--- config.mk ---
export PLATFORM = sky130hd
export DESIGN_NAME = shift_ctrl_port
export DESIGN_NICKNAME = d
export VERILOG_FILES = /design/src/rtl/shift_io_pkg.sv /design/src/rtl/shift_ctrl_timeout.sv /design/src/rtl/shift_ctrl_port.sv
export SDC_FILE = /design/constraint.sdc
export NUM_CORES = 1
export LEC_CHECK = 0
export CAP_MARGIN = 20
export CORE_ASPECT_RATIO = 0.8
export CORE_MARGIN = 8
export CORE_UTILIZATION = 52
export DETAILED_ROUTE_END_ITERATION = 16
export PLACE_DENSITY = 0.92
export SYNTH_ARGS = -nofsm -noshare
export SYNTH_HDL_FRONTEND = slang
export SYNTH_HIERARCHICAL = 1
export SYNTH_SLANG_ARGS = --single-unit
--- constraint.sdc ---
create_clock -name clk -period 4 [get_ports clk]
set_input_delay 0.8 -clock clk [delete_from_list [all_inputs] [get_ports clk]]
set_output_delay 0.8 -clock clk [all_outputs]
set_load 0.1 [all_outputs]
--- src/rtl/shift_io_pkg.sv ---
// shift_io_pkg: register map, status bit positions and FSM encoding shared
// by the shift I/O bus front-end.
package shift_io_pkg;
  localparam logic [1:0] ADDR_VALUE  = 2'd0;
  localparam logic [1:0] ADDR_CTRL   = 2'd1;
  localparam logic [1:0] ADDR_RESULT = 2'd2;
  localparam logic [1:0] ADDR_STATUS = 2'd3;

  localparam int STAT_BUSY = 0;
  localparam int STAT_DONE = 1;
  localparam int STAT_ERR  = 2;

  localparam int CTRL_START_BIT = 15;

  typedef enum logic [1:0] {
    ST_IDLE = 2'd0,
    ST_LOAD = 2'd1,
    ST_WAIT = 2'd2
  } ctrl_state_e;
endpackage

--- src/rtl/shift_ctrl_timeout.sv ---
// shift_ctrl_timeout: clearable up-counter with a terminal-count flag that
// bounds how long the front-end waits for the shifter.
module shift_ctrl_timeout #(
  parameter int LIMIT = 32
) (
  input  logic clk,
  input  logic reset,
  input  logic i_clr,
  input  logic i_inc,
  output logic o_tc
);
  localparam int CNT_W = (LIMIT > 1) ? $clog2(LIMIT) : 1;

  logic [CNT_W-1:0] r_cnt;

  // Clear has priority over increment; the count simply wraps if left running.
  always_ff @(posedge clk or negedge reset) begin
    if (!reset)     r_cnt <= '0;
    else if (i_clr) r_cnt <= '0;
    else if (i_inc) r_cnt <= r_cnt + CNT_W'(1);
  end

  assign o_tc = (r_cnt == CNT_W'(LIMIT - 1));
endmodule

--- src/rtl/shift_ctrl_port.sv ---
// shift_ctrl_port: memory-mapped front-end that loads the shifter operand and
// command, pulses sh_start, waits for a fresh sh_ready rise (or times out)
// and exposes busy/done/err status with read-to-clear semantics.
// Optional macro SHIFT_CTRL_IRQ_EN adds a sticky irq output.
module shift_ctrl_port
  import shift_io_pkg::*;
#(
  parameter int DATA_W  = 16,
  parameter int TIMES_W = 4,
  parameter int TIMEOUT = 32
) (
  input  logic               clk,
  input  logic               reset,
  input  logic               cs,
  input  logic               we,
  input  logic [1:0]         addr,
  input  logic [DATA_W-1:0]  wdata,
  output logic [DATA_W-1:0]  rdata,
  output logic [DATA_W-1:0]  sh_value,
  output logic               sh_direction,
  output logic [TIMES_W-1:0] sh_times,
  output logic               sh_start,
  input  logic [DATA_W-1:0]  sh_result,
  input  logic               sh_ready
`ifdef SHIFT_CTRL_IRQ_EN
  ,
  output logic               irq
`endif
);
  ctrl_state_e        r_state;
  logic [DATA_W-1:0]  r_value, r_result, r_rdata;
  logic               r_dir, r_done, r_err, r_start, r_ready_q;
  logic [TIMES_W-1:0] r_times;
  logic [DATA_W-1:0]  w_ctrl_rd, w_stat_rd;
  logic               w_tc;

  wire w_wr       = cs & we;
  wire w_rd       = cs & ~we;
  wire w_busy     = (r_state != ST_IDLE);
  wire w_wait     = (r_state == ST_WAIT);
  wire w_load     = (r_state == ST_LOAD);
  wire w_wr_value = w_wr & (addr == ADDR_VALUE);
  wire w_wr_ctrl  = w_wr & (addr == ADDR_CTRL);
  wire w_rd_stat  = w_rd & (addr == ADDR_STATUS);
  wire w_go       = w_wr_ctrl & ~w_busy & wdata[CTRL_START_BIT];
  // Only a low-to-high transition seen while waiting counts as completion.
  wire w_rise     = sh_ready & ~r_ready_q;
  wire w_cap      = w_wait & w_rise;
  wire w_tmo      = w_wait & ~w_rise & w_tc;
  wire w_bad_wr   = w_busy & (w_wr_value | w_wr_ctrl);
  wire w_set_err  = w_tmo | w_bad_wr;

  shift_ctrl_timeout #(.LIMIT(TIMEOUT)) u_tmo (
    .clk   (clk),
    .reset (reset),
    .i_clr (w_load),
    .i_inc (w_wait),
    .o_tc  (w_tc)
  );

  // Read-back views of CTRL (start always reads 0) and STATUS.
  always_comb begin
    w_ctrl_rd            = '0;
    w_ctrl_rd[0]         = r_dir;
    w_ctrl_rd[TIMES_W:1] = r_times;
    w_stat_rd            = '0;
    w_stat_rd[STAT_BUSY] = w_busy;
    w_stat_rd[STAT_DONE] = r_done;
    w_stat_rd[STAT_ERR]  = r_err;
  end

  // Control FSM; sh_start is registered and high only for the LOAD cycle.
  always_ff @(posedge clk or negedge reset) begin
    if (!reset) begin
      r_state <= ST_IDLE;
      r_start <= 1'b0;
    end else begin
      r_start <= w_go;
      unique case (r_state)
        ST_IDLE: if (w_go) r_state <= ST_LOAD;
        ST_LOAD: r_state <= ST_WAIT;
        ST_WAIT: if (w_cap | w_tmo) r_state <= ST_IDLE;
        default: r_state <= ST_IDLE;
      endcase
    end
  end

  // Operand/command registers accept writes only while idle; result on capture.
  always_ff @(posedge clk or negedge reset) begin
    if (!reset) begin
      r_value  <= '0;
      r_dir    <= 1'b0;
      r_times  <= '0;
      r_result <= '0;
    end else begin
      if (w_wr_value & ~w_busy) r_value <= wdata;
      if (w_wr_ctrl & ~w_busy) begin
        r_dir   <= wdata[0];
        r_times <= wdata[TIMES_W:1];
      end
      if (w_cap) r_result <= sh_result;
    end
  end

  // Sticky flags: cleared by STATUS read or a new start, but a set on the same edge wins.
  always_ff @(posedge clk or negedge reset) begin
    if (!reset) begin
      r_done <= 1'b0;
      r_err  <= 1'b0;
    end else begin
      r_done <= w_cap | (r_done & ~w_rd_stat & ~w_go);
      r_err  <= w_set_err | (r_err & ~w_rd_stat & ~w_go);
    end
  end

  // Registered read data, sampled from pre-edge register values.
  always_ff @(posedge clk or negedge reset) begin
    if (!reset) r_rdata <= '0;
    else if (w_rd) begin
      unique case (addr)
        ADDR_VALUE:  r_rdata <= r_value;
        ADDR_CTRL:   r_rdata <= w_ctrl_rd;
        ADDR_RESULT: r_rdata <= r_result;
        default:     r_rdata <= w_stat_rd;
      endcase
    end
  end

  // Previous sh_ready sample for rising-edge detection.
  always_ff @(posedge clk or negedge reset) begin
    if (!reset) r_ready_q <= 1'b0;
    else        r_ready_q <= sh_ready;
  end

`ifdef SHIFT_CTRL_IRQ_EN
  logic r_irq;
  // irq follows any done/err set and is dropped by a STATUS read.
  always_ff @(posedge clk or negedge reset) begin
    if (!reset) r_irq <= 1'b0;
    else        r_irq <= w_cap | w_set_err | (r_irq & ~w_rd_stat);
  end
  assign irq = r_irq;
`endif

  assign rdata        = r_rdata;
  assign sh_value     = r_value;
  assign sh_direction = r_dir;
  assign sh_times     = r_times;
  assign sh_start     = r_start;
endmodule

==> impl_metrics.py <==
metrics = {
    "yosys": {
        "synth_area_per_cell_um2": 14.00,
        "syn_inst": 202,
        "syn-num-nets": 243,
        "synth_compound_area_frac": 0.05796,
        "yosysSeqAreaShare": 0.5664,
        "synthTopCellsByArea": "dfrtp_1 (57%), mux2_2 (12%), mux2_4 (5.8%)",
        "synth-xor-area-share": 0.003097,
        "syn_area_mm2": 0.002828,
        "synth_top_family_by_area": "multiplexers",
        "yosys_warnings": 6,
        "synth_cell_type_count": 35,
        "synth_top_area_share": 0.5664,
        "ys_ff_latch": 64,
        "synth_adder_area_share": 0.008850,
        "synth_top_area_cell": "dfrtp_1",
        "muxShareOfSynthArea": 0.2465,
        "synthSimpleGateAreaFrac": 0.08894,
    },
    "timing": {
        "finalHoldViolCount": 0,
        "setup-violations-final": 0,
        "fin_setup_tns_ns": 0,
        "min_period_ns": 2.704,
        "min_period_over_period": 0.6760,
        "layout_setup_ws_ns": 1.296,
        "drv_slew": 0,
        "rsz0062_at_grt": "no",
        "max_freq_mhz": 369.8,
        "relSlewSlack": 0.3194,
        "finalClockSkew_ns": 0.002686,
        "tightest_slew_ns": 1.018,
    },
    "floorplanning": {
        "core_mm2": 0.005345,
        "fp-row-count": 24,
        "start_util": 0.5290,
        "die_y_um": 81.96,
        "die_w_um": 98.45,
        "ios": 77,
        "die-area_mm2": 0.008068,
    },
    "worst_setup_path": {
        "crit_slowest_cell": "clkdlybuf4s50_1",
        "reg2reg_depth": 3,
        "setup.worst_path.class": "reg2out",
        "cp-start-kind": "flop",
        "cpPeakStageDelay_ns": 1.17,
        "worstPathArrival_ns": 1.90,
        "path_cells": "clkdlybuf4s50_1",
        "cp_max_fo": 3,
        "crit_family": "buffers and inverters",
        "cp-end-kind": "output pin",
        "required_ns": 3.20,
        "critical_path_buf_inv_count": 1,
        "critical_path_depth": 1,
    },
    "clocking": {
        "cts_tree": "done",
        "cts.repair.resized": 0,
        "clk_path_buf_depth": 2,
        "htree_num_levels": 3,
        "numCtsBuffers": 9,
        "clk_latency_ns": 0.34,
        "cts_hold_buffers": 0,
        "cts_sinks": 64,
        "cts.clk_slew.worst_paths_ns": 0.06,
        "cts_root_buf": "clkbuf_8",
        "postCtsSetupRepairBufs": 0,
    },
    "cells_and_area": {
        "nets": 324,
        "fill_cells": 378,
        "multi_input_area_mm2": 0.001146,
        "seqCellArea_mm2": 0.001602,
        "drive_gt1_frac": 0.2343,
        "num_antenna_cells": 0,
        "area_growth_pct": 33.50,
    },
    "route": {
        "drt_pre_antenna_iters": 4,
        "routedWlPerCell_um": 18.11,
        "dr_total_vias": 1875,
        "drt-total-wl_mm": 6.358,
        "drc_errors": 0,
        "drt-vias-per-instance": 5.342,
        "postRouteAntennaNets": 0,
        "dr.first_iter.drc_count": 101,
    },
    "pwr": {
        "p_int_w": 0.001387,
        "power_frac_clock": 0.183,
        "pwr-share-comb": 0.451,
        "cellLeakagePower_nw": 1.710,
        "p_per_area_mw_per_mm2": 673.9,
        "sw_frac_of_total": 0.4548,
        "peakVddDrop_mv": 0.4636,
        "p_seq_frac": 0.366,
        "p_sw_w": 0.001157,
    },
    "placement": {
        "dp_hpwl_mm": 4.615,
        "port_buffers": 76,
        "pre_cts_slack_ns": 1.389,
        "place_congestion": 0.7619,
    },
    "grt": {
        "grt_usage": 0.1719,
        "grt_max_degree": 44,
        "antenna_found_initial": 0,
        "grt_pass1_vias": 2055,
        "grt_pass1_wl_mm": 10.62,
        "grt.overflow.total": 0,
    },
    "min_path": {
        "hold_path.class": "reg2reg",
        "min_path_cells": 2,
    },
    "outcome": {
        "outcome": "complete, no violations",
    },
    "run": {
        "max_cap_violations": 0,
    },
}
## state kept, by name, summed over array words and instances, names as in the netlist
signal,flops
rdata,16
r_done,1
sh_value,16
sh_start,1
r_state,2
sh_direction,1
r_err,1
u_tmo/r_cnt,5
sh_times,4
r_ready_q,1
r_result,16
## stage by stage
| step | instances | hold slack (ns) | area, um2 | power (W) | utilization |
|---|---|---|---|---|---|
| global route | 351 | 0.5139 | 3775 | 0.002653 | 0.7062 |
| finish | 351 | 0.4827 | 3775 | 0.002544 | 0.7062 |
| CTS | 351 | 0.4859 | 3775 | 0.002566 | 0.7062 |
| global placement | 337 | 0.4629 | 3615 | 0.002068 | 0.6763 |
| detailed placement | 337 | 0.4716 | 3615 | 0.002095 | 0.6763 |
| floorplan | 202 | 0.4751 | 2828 | 0.001788 | - |
## tightest hold or removal path, delay by kind of cell, from the launching register on
kind / cells / cell delay (ns)
AOI/OAI and AO/OA: 1 / 0.06
DFF: 1 / 0.34
and+or+nand+nor: 1 / 0.04
## path summary, 6_finish.rpt
kind,start,endpoint,slack [ns]
worst min register to register,rdata[7],rdata[7],0.48
min in group asynchronous,reset,sh_value[9],0.61
worst max-delay path,sh_value[12],sh_value[12],1.30
max in group asynchronous,reset,r_err,2.55
worst max register to register,r_state[0],r_result[2],2.33
worst min-delay path,rdata[7],rdata[7],0.48
## cell usage after synthesis
master / number
dfrtp_1: 64
nand3b_1: 1
nor2_1: 4
or2_1: 1
o21bai_1: 1
mux2_4: 11
and2b_1: 1
a32oi_1: 1
xnor2_1: 1
o22a_1: 1
buf_4: 2
nand4_2: 1
o22ai_1: 1
nand2b_2: 1
a21oi_1: 1
ha_1: 2
o21ai_0: 17
buf_2: 1
clkbuf_1: 2
a2bb2oi_1: 2
o21ai_1: 1
nor2b_1: 2
and3_1: 4
nand2b_1: 2
mux2i_1: 16
nand4_4: 2
o211a_1: 1
a21bo_1: 1
buf_6: 4
inv_1: 2
mux2_2: 29
nor3b_1: 1
nand2_1: 16
mux4_2: 2
nor2_4: 3
## metal layers
| layer | GRT usage | vias up | wire length, um |
|---|---|---|---|
| met5 | 0 | - | 0 |
| met1 | 0.2030 | 933 | 2662 |
| met2 | 0.2832 | 57 | 3281 |
| li1 | - | 879 | - |
| met4 | 0.06412 | 0 | 76 |
| met3 | 0.06689 | 6 | 337 |
## final cells by class
| type | instances | share of cell area |
|---|---|---|
| Clock buffer | 10 | 0.03646 |
| Sequential cell | 64 | 0.4243 |
| Clock inverter | 4 | 0.005966 |
| Inverter | 2 | 0.001989 |
| Tap cell | 65 | 0.02154 |
| Multi-Input combinational cell | 127 | 0.3036 |
| Timing Repair Buffer | 79 | 0.2062 |
## power by group through the flow
stage	Clock (W)	Combinational (W)	Sequential, W
finish	0.000465	0.00115	0.000930
global route	0.000509	0.00119	0.000951
CTS	0.000477	0.00116	0.000930
detailed placement	0	0.00116	0.000939
global placement	0	0.00114	0.000930
floorplan	0	0.000241	0.00155
## layout by cell type, fill, tap and decap left out, types with 3 or more instances in the layout
cell | netlist | layout
clkdlybuf4s50_1 | 0 | 75
dfrtp_1 | 64 | 64
mux2_2 | 29 | 29
o21ai_0 | 17 | 17
nand2_1 | 16 | 16
mux2i_1 | 16 | 16
mux2_4 | 11 | 11
clkbuf_8 | 0 | 10
and3_1 | 4 | 4
nor2_1 | 4 | 4
nor2_4 | 3 | 3
clkinv_2 | 0 | 3
buf_4 | 2 | 3
## logic make-up (layout without fill, tap and decap cells)
kind of cell,Yosys count,in the layout
AND/OR/NAND/NOR,39,39
multiplexers,58,58
AO/OA/AOI/OAI,27,27
XOR/XNOR,1,1
adder cells (fa/ha/maj),2,2
flip-flops,64,64
buffers and inverters,11,95
No activity file was read; power rests on OpenSTA's default activity.
